<file path="config.mk">
export PLATFORM = sky130hd
export DESIGN_NAME = route_allocator
export DESIGN_NICKNAME = d
export VERILOG_FILES = /design/src/rtl/chiplet_types_pkg.sv /design/src/rtl/rr_arbiter.sv /design/src/rtl/route_allocator.sv
export SDC_FILE = /design/constraint.sdc
export NUM_CORES = 1
export LEC_CHECK = 0
export ABC_AREA = 1
export CAP_MARGIN = 20
export CORE_MARGIN = 2
export CORE_UTILIZATION = 35
export DETAILED_ROUTE_END_ITERATION = 12
export GPL_ROUTABILITY_DRIVEN = 0
export PLACE_DENSITY = 0.53
export SLEW_MARGIN = 5
export SYNTH_ARGS = -nofsm -noshare
export SYNTH_HDL_FRONTEND = slang
export SYNTH_HIERARCHICAL = 1
export SYNTH_SLANG_ARGS = --single-unit
</file>
<file path="constraint.sdc">
create_clock -name CLK -period 4.65 [get_ports CLK]
set_input_delay 0.6975 -clock CLK [delete_from_list [all_inputs] [get_ports CLK]]
set_output_delay 0.6975 -clock CLK [all_outputs]
set_load 0.05 [all_outputs]
</file>
<file path="src/rtl/chiplet_types_pkg.sv">
// Shared types for the chiplet router.
//   node_id_t      : destination node identifier carried by header flits
//   route_entry_t  : one routing-table entry {valid, dest, port}
//   port_state_e   : output-port allocation state
//   wrap_inc       : modulo-n increment used by round-robin pointers
package chiplet_types_pkg;

  localparam int unsigned NodeIdW    = 8;
  // Wide enough to name any of up to 16 output ports.
  localparam int unsigned PortFieldW = 4;

  typedef logic [NodeIdW-1:0]    node_id_t;
  typedef logic [PortFieldW-1:0] port_field_t;

  typedef struct packed {
    logic        valid;
    node_id_t    dest;
    port_field_t port;
  } route_entry_t;

  typedef enum logic [0:0] {StIdle, StBusy} port_state_e;

  function automatic int unsigned wrap_inc(input int unsigned idx, input int unsigned n);
    return (idx + 1 >= n) ? 0 : idx + 1;
  endfunction

endpackage

</file>
<file path="src/rtl/rr_arbiter.sv">
// Combinational round-robin arbiter: searches req_i starting at ptr_i and
// wrapping around; the first requester found wins.
//   req_i     : request vector
//   ptr_i     : highest-priority index this cycle
//   gnt_o     : some request was granted
//   gnt_idx_o : index of the granted requester
module rr_arbiter #(
  parameter  int unsigned NumReq = 5,
  localparam int unsigned IdxW   = $clog2(NumReq)
) (
  input  logic [NumReq-1:0] req_i,
  input  logic [IdxW-1:0]   ptr_i,
  output logic              gnt_o,
  output logic [IdxW-1:0]   gnt_idx_o
);

  always_comb begin
    int unsigned idx;
    idx       = 0;
    gnt_o     = 1'b0;
    gnt_idx_o = '0;
    for (int unsigned i = 0; i < NumReq; i++) begin
      idx = 32'(ptr_i) + i;
      if (idx >= NumReq) idx = idx - NumReq;
      if (!gnt_o && req_i[idx]) begin
        gnt_o     = 1'b1;
        gnt_idx_o = IdxW'(idx);
      end
    end
  end

endmodule

</file>
<file path="src/rtl/route_allocator.sv">
// Route computation and output-port allocation for a wormhole switch.
// Each buffer's head destination is looked up in a small routing table; a
// header on an unallocated buffer requests the resulting output port. Each
// port owns a round-robin arbiter and holds its winner until the tail fires.
//   CLK, RST                 : clock, synchronous active-high reset
//   in_valid/head/last/dest  : per-buffer head-flit status
//   flit_fire                : per-buffer head flit consumed this cycle
//   cfg_*                    : routing-table write port
//   out_sel, out_busy        : per-port owner and allocation status
//   allocate                 : one-cycle pulse per buffer grant
//   route_miss               : sticky table-miss flag
module route_allocator
  import chiplet_types_pkg::*;
#(
  parameter  int unsigned NUM_BUFFERS  = 5,
  parameter  int unsigned NUM_OUTPORTS = 5,
  parameter  int unsigned TABLE_DEPTH  = 8,
  parameter  int unsigned DEFAULT_PORT = 0,
  localparam int unsigned BufIdxW      = $clog2(NUM_BUFFERS),
  localparam int unsigned PortIdxW     = $clog2(NUM_OUTPORTS),
  localparam int unsigned TblIdxW      = $clog2(TABLE_DEPTH)
) (
  input  logic                                  CLK,
  input  logic                                  RST,
  input  logic     [NUM_BUFFERS-1:0]            in_valid,
  input  logic     [NUM_BUFFERS-1:0]            in_head,
  input  logic     [NUM_BUFFERS-1:0]            in_last,
  input  node_id_t [NUM_BUFFERS-1:0]            in_dest,
  input  logic     [NUM_BUFFERS-1:0]            flit_fire,
  input  logic                                  cfg_we,
  input  logic     [TblIdxW-1:0]                cfg_idx,
  input  node_id_t                              cfg_dest,
  input  logic     [PortIdxW-1:0]               cfg_port,
  input  logic                                  cfg_valid,
  output logic     [NUM_OUTPORTS-1:0][BufIdxW-1:0] out_sel,
  output logic     [NUM_OUTPORTS-1:0]           out_busy,
  output logic     [NUM_BUFFERS-1:0]            allocate,
  output logic                                  route_miss
);

  route_entry_t             rt_q [TABLE_DEPTH];
  route_entry_t             rt_d [TABLE_DEPTH];
  port_state_e              state_q [NUM_OUTPORTS];
  port_state_e              state_d [NUM_OUTPORTS];
  logic [BufIdxW-1:0]       sel_q [NUM_OUTPORTS];
  logic [BufIdxW-1:0]       sel_d [NUM_OUTPORTS];
  logic [BufIdxW-1:0]       ptr_q [NUM_OUTPORTS];
  logic [BufIdxW-1:0]       ptr_d [NUM_OUTPORTS];
  logic [NUM_BUFFERS-1:0]   alloc_q, alloc_d;
  logic [NUM_BUFFERS-1:0]   allocate_q, allocate_d;
  logic                     route_miss_q, route_miss_d;

  port_field_t              port_lu [NUM_BUFFERS];
  logic [NUM_BUFFERS-1:0]   hit;
  logic [NUM_BUFFERS-1:0]   arb_req [NUM_OUTPORTS];
  logic [NUM_OUTPORTS-1:0]  arb_gnt;
  logic [BufIdxW-1:0]       arb_idx [NUM_OUTPORTS];

  // Lookup reads the registered table, so a same-cycle cfg write is not seen.
  always_comb begin
    for (int unsigned b = 0; b < NUM_BUFFERS; b++) begin
      port_lu[b] = port_field_t'(DEFAULT_PORT);
      hit[b]     = 1'b0;
      for (int unsigned e = 0; e < TABLE_DEPTH; e++) begin
        if (!hit[b] && rt_q[e].valid && (rt_q[e].dest == in_dest[b])) begin
          hit[b]     = 1'b1;
          port_lu[b] = rt_q[e].port;
        end
      end
    end
  end

  // Only idle ports see requests, so a released port always idles one cycle.
  always_comb begin
    for (int unsigned p = 0; p < NUM_OUTPORTS; p++) begin
      arb_req[p] = '0;
      for (int unsigned b = 0; b < NUM_BUFFERS; b++) begin
        arb_req[p][b] = (state_q[p] == StIdle) && in_valid[b] && in_head[b] && !alloc_q[b]
                        && (port_lu[b] == port_field_t'(p));
      end
    end
  end

  for (genvar p = 0; p < NUM_OUTPORTS; p++) begin : g_port
    rr_arbiter #(
      .NumReq (NUM_BUFFERS)
    ) u_arb (
      .req_i     (arb_req[p]),
      .ptr_i     (ptr_q[p]),
      .gnt_o     (arb_gnt[p]),
      .gnt_idx_o (arb_idx[p])
    );
  end

  always_comb begin
    rt_d         = rt_q;
    alloc_d      = alloc_q;
    allocate_d   = '0;
    route_miss_d = route_miss_q | (|(in_valid & in_head & ~hit));
    state_d      = state_q;
    sel_d        = sel_q;
    ptr_d        = ptr_q;
    if (cfg_we) begin
      rt_d[cfg_idx] = '{valid: cfg_valid, dest: cfg_dest, port: port_field_t'(cfg_port)};
    end
    for (int unsigned p = 0; p < NUM_OUTPORTS; p++) begin
      unique case (state_q[p])
        StIdle: begin
          if (arb_gnt[p]) begin
            state_d[p]             = StBusy;
            sel_d[p]               = arb_idx[p];
            ptr_d[p]               = BufIdxW'(wrap_inc(32'(arb_idx[p]), NUM_BUFFERS));
            alloc_d[arb_idx[p]]    = 1'b1;
            allocate_d[arb_idx[p]] = 1'b1;
          end
        end
        StBusy: begin
          // Only the owning buffer's tail can release the port.
          if (flit_fire[sel_q[p]] && in_last[sel_q[p]]) begin
            state_d[p]        = StIdle;
            alloc_d[sel_q[p]] = 1'b0;
          end
        end
        default: state_d[p] = StIdle;
      endcase
    end
  end

  always_ff @(posedge CLK) begin
    if (RST) begin
      for (int unsigned e = 0; e < TABLE_DEPTH; e++) rt_q[e] <= '0;
      for (int unsigned p = 0; p < NUM_OUTPORTS; p++) begin
        state_q[p] <= StIdle;
        sel_q[p]   <= '0;
        ptr_q[p]   <= '0;
      end
      alloc_q      <= '0;
      allocate_q   <= '0;
      route_miss_q <= 1'b0;
    end else begin
      rt_q         <= rt_d;
      state_q      <= state_d;
      sel_q        <= sel_d;
      ptr_q        <= ptr_d;
      alloc_q      <= alloc_d;
      allocate_q   <= allocate_d;
      route_miss_q <= route_miss_d;
    end
  end

  always_comb begin
    for (int unsigned p = 0; p < NUM_OUTPORTS; p++) begin
      out_busy[p] = (state_q[p] == StBusy);
      out_sel[p]  = sel_q[p];
    end
    allocate   = allocate_q;
    route_miss = route_miss_q;
  end

endmodule

</file>
After elaboration in Yosys (flattened, before gate mapping)
Index checks and enable logic that the tools add are counted.
- memories kept: 0
- memory bits (read-only): 0
- input port bits: 78
- word-level logic and storage cells: 833
- output and inout port bits: 26
- bits in latches: 0
- RAM bits: 0
- register bits: 150
- add/sub/neg operators: 50
- reduce and logical (&&, ||, !) cells: 282
- $mul: 0
- magnitude comparators: 77
- mux-type cells: 293
- shifts and indexed selects: 0
- divide/modulo/power cells: 0
- equality and inequality tests: 60
- bitwise logic cells: 29
- operators with widths (kind ; number):
    $lt 32x4->1 const B ; 25
    $mux 32 ; 25
    $ge 32x3->1 const B ; 20
    $sub 32x3->32 const B ; 20
    $eq 8x8->1 ; 40
    $logic_and 1x1->1 ; 211
    $mux 4 ; 40
    $mux 1 ; 120
    $bmux 1 s3 ; 35
    $bwmux 104 ; 1
    $mux 5 ; 20
    $mux 3 ; 30
    $logic_not 1->1 ; 60
    $pmux 5 s2 ; 5
    $or 5x5->5 ; 9
    $add 3x1->4 const B ; 10
    $add 3x2->4 const B ; 10
    $eq 4x2->1 const B ; 10
    $lt 3x4->1 const B ; 10
    $demux 13 s3 ; 1
    $and 5x5->5 ; 7
    $demux 1 s3 ; 10
    $ge 3x1->1 const B ; 10
    $not 5->5 ; 6
    other kinds (16) ; 56

Longest topological paths before layout
Gate-level depths: netlist of the first run.
- depth in word-level cells: 67
- gate-level depth with buffers: 40

Modules after synthesis
Netlist of the first run, hierarchy kept.
- by module, submodules not included (module ; cells each ; instances ; area each (µm²)):
    route_allocator ; 2545 ; 1 ; 14286.2
    rr_arbiter (g_port[1].u_arb ...) ; 196 ; 3 ; 1077.3
    rr_arbiter (g_port[4].u_arb) ; 196 ; 1 ; 1081.0
    rr_arbiter (g_port[0].u_arb) ; 196 ; 1 ; 1059.8

Least setup slack after synthesis of the first run
OpenSTA, ideal clock, no wires.
- path kind: in2reg
- from: in in_dest[39] in the netlist's numbering
- to: reg alloc_q[3]
- cell stages on the path: 36
- setup slack: 0.547 ns
- library setup time: 0.070 ns
- arrival time: 4.033 ns
- path through: buf_6 -> inv_4 -> buf_6 -> nor2_1 -> nor2_1 -> nand3_1 -> nor2_1 -> nand3_1 -> nand3b_2 -> nand3_1 -> nand2_1 -> nand2_1 -> nand3_1 -> nor2_2 -> nand3_1 -> nor2_1 -> inv_1 -> nor2_1 -> nand2_1 -> nand2_1 -> nand2_1 -> nand2_1 -> nor2_2 -> nand4_1 -> nand2_1 -> inv_1 -> nand2_1 -> nor3_1 -> o22ai_1 -> nor2_1 -> nor2_1 -> o21ai_0 -> nand2_1 -> nand2_1 -> o21ai_0 -> a21oi_1
- RTL lines (element ; RTL line ; RTL):
    from (decl) ; route_allocator.sv:28 ; input node_id_t [NUM_BUFFERS-1:0] in_dest,
    to (signal assigned) ; route_allocator.sv:145 ; alloc_q <= alloc_d;
    to (decl) ; route_allocator.sv:49 ; logic [NUM_BUFFERS-1:0] alloc_q, alloc_d;

==> results of run 1 <==
==> routing by layer <==
layer | part of all wire (%) | vias up | wire length [µm] | global-route usage [%]
li1 | - | 12626 | - | -
met2 | 41 | 1439 | 39300 | 47.4
met4 | 5.2 | 2 | 4900 | 14.2
met1 | 43 | 12105 | 40500 | 44.4
met5 | 0.013 | - | 12 | 0
met3 | 11 | 341 | 10300 | 7.54
==> timing repair <==
item / in CTS / in global routing
hold buffers: 0 / 0
pin swaps: 19 / 182
buffers inserted: 4 / 46
endpoints found under the setup margin: 22 / 38
gates resized for setup: 56 / 342
endpoints found under the hold margin: 0 / 0
==> cells by family after synthesis <==
kind of cell / count (synthesis)
buffers and inverters: 557
adders and majority gates: 70
AOI/OAI and AO/OA: 508
xor gates and xnor gates: 80
DFF: 142
and+or+nand+nor: 2168
==> path summary, 6_finish.rpt <==
kind	start	endpoint	slack (ns)	cells past startpoint
worst min-delay path	out_sel[1]	out_sel[1]	0.52	2
worst max-delay path	in_dest[39]	allocate[1]	0.20	33
worst max register to register	rt_q[96]	alloc_q[3]	0.21	33
worst min register to register	out_sel[1]	out_sel[1]	0.52	2
==> cells in the final DEF, fill, tap and decap left out, types with 6 or more instances in the layout <==
cell type	instances
buf_12	20
inv_2	68
o211ai_1	28
nand3_4	13
nor2_1	367
clkdlybuf4s50_1	63
dlymetal6s2s_1	35
xor2_1	42
nand3_1	328
o2111ai_1	6
o22ai_1	35
xnor2_2	7
clkbuf_16	17
buf_4	434
o21ai_1	27
inv_1	354
nand4_1	137
nor2_2	50
inv_4	11
nand2_2	77
a21oi_1	172
nor2_4	38
nand3b_1	14
a21oi_2	9
nor3_1	60
buf_6	35
o21ai_0	186
nand2_4	23
xnor2_1	26
nand3_2	79
nor4_1	19
dfxtp_2	16
nand2_1	919
nor3_2	8
ha_1	64
dfxtp_1	123
==> state kept, by name, indices dropped and copies added (netlist names) <==
signal,count
allocate,5
alloc_q,5
out_busy,5
out_sel,15
route_miss,1
rt_q,96
ptr_q,15
==> tightest hold or removal path: stages (launching register included) <==
cell and delay (ns):
dfxtp_1 0.34, inv_1 0.07, a21oi_1 0.06
==> cell type report <==
type | instances | area [µm²]
antenna | 1 | 2.50
clock buffer | 20 | 437
clock inverter | 11 | 144
fill | 5921 | 28500
inverter | 440 | 1710
multi-input combinational | 2826 | 15600
sequential | 142 | 2870
tap | 748 | 936
timing repair buffer | 593 | 5160
==> power by group through the flow <==
stage	clock (mW)	combinational, mW	sequential, mW
6_report	1.50	10.7	1.72
5_1_grt	1.57	11.8	1.74
4_1_cts	1.52	9.63	1.71
3_5_place_dp	0	9.35	1.74
3_3_place_gp	0	9.33	1.74
2_1_floorplan	0	5.79	1.87
==> results.sh, run 1 <==
export IMPL_status="completed"
export IMPL_arrival_ns=4.83
export IMPL_critPathTopFamily="simple AND/OR/NAND/NOR gates"
export IMPL_slew_viol_final=0
export IMPL_numCtsBuffers=17
export IMPL_drive_gt1_share_pct=24.3
export IMPL_grt_max_degree=48
export IMPL_rows=86
export IMPL_route_detailed_drc=0
export IMPL_yosysWarnings=6
export IMPL_critPathMaxStageDelay_ns=0.29
export IMPL_synth_compound_area_share_pct=14.7
export IMPL_swShare_pct=53.7
export IMPL_core_area_um2=55300
export IMPL_tightest_slew_ns=0.841
export IMPL_htreeDepth=4
export IMPL_die_y_um=241
export IMPL_power_leakage_nw=12.9
export IMPL_yosysTopAreaCell="nand2_1"
export IMPL_clockRootBuffer="clkbuf_16"
export IMPL_syn_area_um2=19700
export IMPL_synth_top_area_share_pct=18.2
export IMPL_finalNonFillerCells=4781
export IMPL_critPathRequiredTime_ns=5.03
export IMPL_timing_hold_ws_ns=0.515
export IMPL_antenna_found_initial=2
export IMPL_viasPerCell=5.55
export IMPL_grt_pass1_wl_um=141000
export IMPL_crit_top_cell="buf_4"
export IMPL_synth_cell_type_count=66
export IMPL_setup_viol=0
export IMPL_yosysMostFrequentCell="nand2_1"
export IMPL_min_period_ns=4.45
export IMPL_power_frac_clock_pct=10.8
export IMPL_grt_usage_pct=32.2
export IMPL_start_util_pct=35.5
export IMPL_cts_tree="done"
export IMPL_clkTransAtPathRegs_ns=0.06
export IMPL_synthTopCellsByArea="nand2_1 (18%), dfxtp_1 (14%), nand3_1 (9.8%), nor2_1 (8.0%), inv_1 (7.2%)"
export IMPL_slew_headroom_pct=43.8
export IMPL_dpl_cell_count=4701
export IMPL_placedInstanceArea_um2=24500
export IMPL_drv_cap=0
export IMPL_power_frac_seq_pct=12.4
export IMPL_clock_sinks=142
export IMPL_crit_buf_inv=12
export IMPL_syn2layout_area_growth_pct=36.4
export IMPL_dieArea_um2=58100
export IMPL_min_path_type="flop to flop"
export IMPL_synth_seq_cells=142
export IMPL_powerDensity_nw_per_um2=517
export IMPL_crit_path_end_kind="flop"
export IMPL_ys_seq_area_share_pct=14.5
export IMPL_slowest_stage="a311oi_2"
export IMPL_grt_pass1_vias=23758
export IMPL_synthAdderAreaFrac_pct=4.65
export IMPL_io_pins=104
export IMPL_final_area_um2=26800
export IMPL_synth_main_ff_cell="dfxtp_1"
export IMPL_via_count=26513
export IMPL_setup_ws_ns=0.198
export IMPL_synthCells=3525
export IMPL_grt_ovfl_total=0
export IMPL_drt_wirelength_per_cell_um=19.9
export IMPL_nets=4168
export IMPL_finalHoldViolations=0
export IMPL_first_pass_iters=6
export IMPL_fin_tns_setup_ns=0
export IMPL_clk_path_buf_depth=2
export IMPL_ant_nets=0
export IMPL_p_switching_mw=7.45
export IMPL_synth_common_cells="nand2_1 (952), nor2_1 (419), nand3_1 (386)"
export IMPL_max_vdd_ir_drop_mv=0.373
export IMPL_synth_fp_nets=3673
export IMPL_pre_cts_ws_ns=-0.909
export IMPL_synth_xor_area_share_pct=3.76
export IMPL_finalClockSkew_ns=0.0159
export IMPL_synth_edf_count=0
export IMPL_synth_top_family_by_area="simple AND/OR/NAND/NOR gates"
export IMPL_cp_max_fo=7
export IMPL_die_x_um=241
export IMPL_power_mw=13.9
export IMPL_totalWireLength_um=95000
export IMPL_fin_crit_sh_pct=95.7
export IMPL_port_buffers=103
export IMPL_max_freq_ghz=0.225
export IMPL_pwr_share_comb_pct=76.8
export IMPL_postLayoutCoreUtil_pct=48.5
export IMPL_synth_async_reset_ratio_pct=0
export IMPL_insertion_delay_ns=0.51
export IMPL_hpwl_um=75000
export IMPL_p_int_mw=6.43
export IMPL_syn_area_per_cell_um2=5.58
export IMPL_worstSetupPathType="primary input to flop"
export IMPL_yosys_area_share_simple_pct=50.5
export IMPL_drt_iter0_markers=3241
export IMPL_muxShareOfSynthArea_pct=0
export IMPL_cp_start_kind="primary input"
Power figures use the tool's default switching activity.
==> run 2: changes to the inputs <==
--- a/config.mk
+++ b/config.mk
@@ -11,9 +11,11 @@
 export CORE_UTILIZATION = 35
 export DETAILED_ROUTE_END_ITERATION = 12
 export GPL_ROUTABILITY_DRIVEN = 0
+export GPL_TIMING_DRIVEN = 1
 export PLACE_DENSITY = 0.53
 export SLEW_MARGIN = 5
 export SYNTH_ARGS = -nofsm -noshare
 export SYNTH_HDL_FRONTEND = slang
 export SYNTH_HIERARCHICAL = 1
 export SYNTH_SLANG_ARGS = --single-unit
+export TNS_END_PERCENT = 100
==> results of run 2 <==
Final layout, timing and power as in run 1 (identical DEF).
